==> src/rtl/conv_window_reader.sv <==
// conv_window_reader
//   Read-side companion to the image/filter memory. On a rising edge of
//   done_memory (while idle) it snapshots the IMG_DIM x IMG_DIM image and the
//   K_DIM x K_DIM filter. It then streams every valid convolution window as
//   K_DIM^2 (pixel, weight) taps over a valid/ready handshake, and finishes
//   with a one-cycle done_read pulse.
//
// Ports
//   clk, rst          clock (rising edge), asynchronous active-low reset
//   done_memory       a 0->1 transition while idle starts a read pass
//   img_bus, flt_bus  row-major packed image / filter, element n at [n*DATA_W +: DATA_W]
//   pix_out, wgt_out  current tap pixel / weight (0 when no tap is presented)
//   tap_valid/ready   tap handshake; a transfer happens on valid & ready
//   tap_first/last    tap 0 / tap K_DIM^2-1 of a window (qualified by valid)
//   win_idx           current window, row-major (0 outside streaming)
//   busy              high whenever a pass is in progress
//   done_read         one-cycle pulse at the end of a pass
module conv_window_reader #(
   parameter  int DATA_W  = 8,
   parameter  int IMG_DIM = 4,
   parameter  int K_DIM   = 3,
   localparam int OUT_DIM = IMG_DIM - K_DIM + 1,
   localparam int NWIN    = OUT_DIM * OUT_DIM,
   localparam int WIN_W   = ($clog2(NWIN) < 1) ? 1 : $clog2(NWIN)
) (
   input  logic                               clk,
   input  logic                               rst,
   input  logic                               done_memory,
   input  logic [IMG_DIM*IMG_DIM*DATA_W-1:0]  img_bus,
   input  logic [K_DIM*K_DIM*DATA_W-1:0]      flt_bus,
   output logic [DATA_W-1:0]                  pix_out,
   output logic [DATA_W-1:0]                  wgt_out,
   output logic                               tap_valid,
   input  logic                               tap_ready,
   output logic                               tap_first,
   output logic                               tap_last,
   output logic [WIN_W-1:0]                   win_idx,
   output logic                               busy,
   output logic                               done_read
);

   localparam int NPIX  = IMG_DIM * IMG_DIM;
   localparam int NTAP  = K_DIM * K_DIM;
   localparam int PIX_W = ($clog2(NPIX) < 1) ? 1 : $clog2(NPIX);
   localparam int TAP_W = ($clog2(NTAP) < 1) ? 1 : $clog2(NTAP);

   typedef enum logic [1:0] {
      S_IDLE   = 2'd0,
      S_STREAM = 2'd1,
      S_FINISH = 2'd2
   } state_t;

   state_t             state_q, state_d;
   logic               done_dly_q, done_dly_d;   // previous done_memory, for edge detect
   logic [WIN_W-1:0]   win_q, win_d;
   logic [TAP_W-1:0]   tap_q, tap_d;
   logic [DATA_W-1:0]  img_q [NPIX];
   logic [DATA_W-1:0]  img_d [NPIX];
   logic [DATA_W-1:0]  flt_q [NTAP];
   logic [DATA_W-1:0]  flt_d [NTAP];

   // Unpack the flat input buses into element arrays.
   logic [DATA_W-1:0]  img_in [NPIX];
   logic [DATA_W-1:0]  flt_in [NTAP];

   for (genvar g = 0; g < NPIX; g++) begin : g_img
      assign img_in[g] = img_bus[g*DATA_W +: DATA_W];
   end
   for (genvar g = 0; g < NTAP; g++) begin : g_flt
      assign flt_in[g] = flt_bus[g*DATA_W +: DATA_W];
   end

   logic start, streaming, last_tap, last_win;

   assign streaming = (state_q == S_STREAM);
   assign start     = done_memory & ~done_dly_q & (state_q == S_IDLE);
   assign last_tap  = (tap_q == TAP_W'(NTAP - 1));
   assign last_win  = (win_q == WIN_W'(NWIN - 1));

   // Next-state / counter / snapshot logic.
   always_comb begin
      state_d    = state_q;
      win_d      = win_q;
      tap_d      = tap_q;
      img_d      = img_q;
      flt_d      = flt_q;
      done_dly_d = done_memory;   // tracks the input in every state
      case (state_q)
         S_IDLE: begin
            if (start) begin
               state_d = S_STREAM;
               win_d   = '0;
               tap_d   = '0;
               img_d   = img_in;
               flt_d   = flt_in;
            end
         end
         S_STREAM: begin
            if (tap_ready) begin
               if (last_tap) begin
                  tap_d = '0;
                  if (last_win) begin
                     // Leave counters at zero so the next pass starts clean.
                     win_d   = '0;
                     state_d = S_FINISH;
                  end else begin
                     win_d = win_q + 1'b1;
                  end
               end else begin
                  tap_d = tap_q + 1'b1;
               end
            end
         end
         S_FINISH: state_d = S_IDLE;
         default:  state_d = S_IDLE;
      endcase
   end

   always_ff @(posedge clk or negedge rst) begin
      if (!rst) begin
         state_q    <= S_IDLE;
         done_dly_q <= 1'b1;   // a level already high at reset release is not an edge
         win_q      <= '0;
         tap_q      <= '0;
         for (int i = 0; i < NPIX; i++) img_q[i] <= '0;
         for (int i = 0; i < NTAP; i++) flt_q[i] <= '0;
      end else begin
         state_q    <= state_d;
         done_dly_q <= done_dly_d;
         win_q      <= win_d;
         tap_q      <= tap_d;
         img_q      <= img_d;
         flt_q      <= flt_d;
      end
   end

   // Window/tap to pixel address: ((wr+kr)*IMG_DIM + (wc+kc)).
   int unsigned wr, wc, kr, kc;
   logic [PIX_W-1:0] pix_idx;

   always_comb begin
      wr      = 32'(win_q) / OUT_DIM;
      wc      = 32'(win_q) % OUT_DIM;
      kr      = 32'(tap_q) / K_DIM;
      kc      = 32'(tap_q) % K_DIM;
      pix_idx = PIX_W'((wr + kr) * IMG_DIM + wc + kc);
   end

   // Outputs depend only on registered state; nothing combinational from tap_ready.
   assign tap_valid = streaming;
   assign pix_out   = streaming ? img_q[pix_idx] : '0;
   assign wgt_out   = streaming ? flt_q[tap_q]   : '0;
   assign tap_first = streaming & (tap_q == '0);
   assign tap_last  = streaming & last_tap;
   assign win_idx   = streaming ? win_q : '0;
   assign busy      = (state_q != S_IDLE);
   assign done_read = (state_q == S_FINISH);

endmodule

==> config.mk <==
export PLATFORM = sky130hd
export DESIGN_NAME = conv_window_reader
export DESIGN_NICKNAME = d
export VERILOG_FILES = /design/src/rtl/conv_window_reader.sv
export SDC_FILE = /design/constraint.sdc
export NUM_CORES = 1
export LEC_CHECK = 0
export ABC_AREA = 0
export BUFFER_PORTS_ARGS = -buffer_cell sky130_fd_sc_hd__buf_2
export CAP_MARGIN = 10
export CORE_MARGIN = 2
export CORE_UTILIZATION = 49
export DETAILED_ROUTE_END_ITERATION = 16
export PLACE_DENSITY = 0.76
export SKIP_LAST_GASP = 1
export SLEW_MARGIN = 10
export SYNTH_ARGS = -nofsm -noshare
export SYNTH_HDL_FRONTEND = slang
export SYNTH_SLANG_ARGS = --single-unit
==> constraint.sdc <==
create_clock -name clk -period 4.9 [get_ports clk]
set_input_delay 0.49 -clock clk [delete_from_list [all_inputs] [get_ports clk]]
set_output_delay 0.49 -clock clk [all_outputs]
set_load 0.01 [all_outputs]
==> summary.md <==
### Die
• **core footprint** 0.0196 sq mm
• **floorplan die width** 146 um
• **placement row count** 51
• **effective utilization at floorplan** 50.3%
• **Top Ports** 227
• **die height** 146 um
• **Total Die Area** 0.0213 sq mm

### Global routing
• **largest net degree at the start of global routing** 126
• **vias in the first global route** 7015
• **wire length of the first global-routing pass** 38400 um
• **number of antenna violations at the first check in global routing** 4
• **GRT Resource Usage Total** 23.1%
• **global route total overflow** 0

### Cells and area
• **Final #Nets** 1116
• **signed area change from the synthesized netlist to the final layout** 28.5%
• **layout cells sized above 1** 65.5%
• **final cell count without fillers** 1185
• **post-route standard cell area excluding fillers** 0.0127 sq mm
• **final-layout fill cell count** 1439

### Timing
• **final worst clock skew** 11.2 ps
• **Slew @ Worst Pin** 1030 ps
• **worst path setup slack after routing** -176 ps
• **final worst-path cycle share** 104%
• **Relative slew margins** 31.0%
• **setup violation total in the final timing report** 8
• **RSZ-0062 raised after global routing** yes
• **fmax** 0.197 GHz
• **number of max-slew violations in the final report** 0
• **Period minus WS final** 5080 ps
• **final hold violations** 0

### Route
• **post-detailed-route count of antenna-violating nets** 0
• **DRC violation count after routing** 0
• **Wirelength per Cell** 20.7 um
• **routed vias** 6507
• **First DRT Iteration DRCs** 368
• **DR vias/cell** 5.49
• **1st-pass router iterations** 4
• **detailed-route wire length** 24500 um

### Logic synthesis
• **number of warnings printed during yosys synthesis** 0
• **Yosys top cell by area** sky130_fd_sc_hd__dfrtp_1
• **cell with the most instances after synthesis** sky130_fd_sc_hd__dfrtp_1
• **share of synthesized area occupied by flip-flops and latches** 53.1%
• **Commonest cells post-synth** 208 x sky130_fd_sc_hd__dfrtp_1, 201 x sky130_fd_sc_hd__mux2_2, 48 x sky130_fd_sc_hd__mux4_2
• **Avg Cell Area, Syn** 15.2 sq um
• **share of async-settable or async-resettable flops after synthesis** 100%
• **Post-synth EDFFs** 0
• **total of flip-flops plus latches after synthesis** 209
• **ys flop type** sky130_fd_sc_hd__dfrtp_1
• **Gate Count Post-Synth** 650
• **Yosys cell types** 48
• **top cell type's share of synthesized area** 52.8%
• **Mapped Nets** 866
• **cell types occupying the most area after synthesis** sky130_fd_sc_hd__dfrtp_1 53%, sky130_fd_sc_hd__mux2_2 23%, sky130_fd_sc_hd__mux4_2 11%
• **post-synthesis instance area** 0.00985 sq mm

### Setup path
• **critical path launch point type** flop
• **worst endpoint required time** 4410 ps
• **Max Fanout on Critical Path** 8
• **arrival time of the worst setup path** 4590 ps
• **type of destination of the critical path** primary output
• **WS Path Type** flop to primary output

### Clock network
• **CTS root buf** sky130_fd_sc_hd__clkbuf_16
• **worst skew pair latency** 500 ps
• **buffers from clock root to sink, at most** 3
• **number of clock sinks seen by CTS** 209
• **clk slew on worst S/H paths** 60 ps
• **hold bufs inserted after CTS** 0
• **number of buffers created by CTS** 23
• **Max H-tree Level** 1
• **CTS tree** built

### Place
• **hpwl dp** 16400 um
• **standard cell area after detailed placement** 0.0114 sq mm
• **PortBufs** 226
• **Placer Congestion** 0.872
• **number of instances in the placed design** 1116

### Status
• **outcome** complete, but fails checks
• **violated checks** setup timing

### Min path
• **worst hold path type** input port to flop

### Job
• **max cap viols** 0

[path summary, 6_finish.rpt]
path	endpoint	from	slack [ps]	cells past startpoint
worst max-delay path	pix_out[1]	tap_q[3]	-180	16
worst min-delay path	done_dly_q	done_memory	90	1
worst max register to register	flt_q[40]	state_q[0]	2310	4
worst min register to register	flt_q[35]	flt_q[35]	500	1
max in group asynchronous	img_q[80]	rst	3730	2
min in group asynchronous	flt_q[34]	rst	130	1
[cells in the final DEF (no fill, tap or decap), types with 3 or more instances in the layout]
cell type                     n
sky130_fd_sc_hd__inv_1        5
sky130_fd_sc_hd__clkbuf_1     6
sky130_fd_sc_hd__nor2b_1      5
sky130_fd_sc_hd__mux4_2      48
sky130_fd_sc_hd__bufinv_16    5
sky130_fd_sc_hd__diode_2      5
sky130_fd_sc_hd__buf_12       8
sky130_fd_sc_hd__mux2i_1     13
sky130_fd_sc_hd__a21oi_1      4
sky130_fd_sc_hd__buf_2      225
sky130_fd_sc_hd__mux2_2     201
sky130_fd_sc_hd__o21ai_0     15
sky130_fd_sc_hd__a211oi_2    15
sky130_fd_sc_hd__ha_1         5
sky130_fd_sc_hd__buf_4       27
sky130_fd_sc_hd__nand2_1     21
sky130_fd_sc_hd__nor2_4       3
sky130_fd_sc_hd__clkbuf_16   23
sky130_fd_sc_hd__dfrtp_1    206
sky130_fd_sc_hd__nor3_1       4
sky130_fd_sc_hd__clkbuf_8     4
sky130_fd_sc_hd__nor2b_4      5
sky130_fd_sc_hd__mux2i_2      3
sky130_fd_sc_hd__ha_4         5
sky130_fd_sc_hd__nor2_1       7
[critical path: stages, from the launching register on]
cell and delay, ps:
sky130_fd_sc_hd__dfrtp_2 460, sky130_fd_sc_hd__ha_4 290, sky130_fd_sc_hd__and2b_1 200, sky130_fd_sc_hd__a2bb2oi_4 180, sky130_fd_sc_hd__xnor2_2 140, sky130_fd_sc_hd__ha_2 190
sky130_fd_sc_hd__or4b_4 560, sky130_fd_sc_hd__nor2_4 160, sky130_fd_sc_hd__nor2_4 80, sky130_fd_sc_hd__xnor2_2 170, sky130_fd_sc_hd__ha_4 320, sky130_fd_sc_hd__buf_12 130
sky130_fd_sc_hd__buf_16 140, sky130_fd_sc_hd__mux4_2 560, sky130_fd_sc_hd__mux2i_1 200, sky130_fd_sc_hd__a211oi_2 90, sky130_fd_sc_hd__buf_2 190
[stage by stage]
step	utilization (%)	worst slack (ps)	TNS [ps]	hold WS (ps)
after global placement	58.1	25.9	0	483
after CTS	64.4	-194	-1310	70.6
after floorplan	-	21.9	0	194
final	64.6	-176	-1270	93.0
after detailed placement	58.1	-125	-571	490
after global routing	64.6	-304	-2360	75.2
[kinds of logic after synthesis]
family          share of synthesized area, %
buf+inv                                 1.98
mux                                     35.7
compound gates                          4.01
flops                                   53.1
fa+ha+maj                               1.52
xor+xnor                               0.610
simple gates                            3.09
[final cells by class]
class / instances / area [sq um] / area share (%)
antenna: 5 / 12.5 / 0.0988
timing repair buffer: 265 / 1580 / 12.5
clock buffer: 32 / 639 / 5.05
inverter: 7 / 28.8 / 0.227
sequential: 209 / 5230 / 41.3
multi-input combinational: 394 / 4660 / 36.8
tap: 265 / 332 / 2.62
clock inverter: 8 / 175 / 1.38
[registers in the layout (all words and copies together), names as in the netlist]
name,count
done_dly_q,1
win_q,2
img_q,128
flt_q,72
state_q,2
tap_q,4
[metal layers]
layer	routed length (um)	share of wire [%]	up-vias	global-route usage [%]
li1	-	-	2940	-
met1	10000	41	3328	30.4
met2	12400	51	191	39.3
met3	1300	5.3	48	4.01
met4	731	3.0	0	7.45
met5	0	0	-	0
[repair_timing]
action | CTS | global route
cloned | 3 | 0
setup buffers | 18 | 6
endpoints found under the setup margin | 8 | 8
gates resized for setup | 38 | 12
pin swaps | 17 | 17
Power is not shown: default switching activity piles up to over one toggle a cycle in this logic, so the estimate is an artifact.
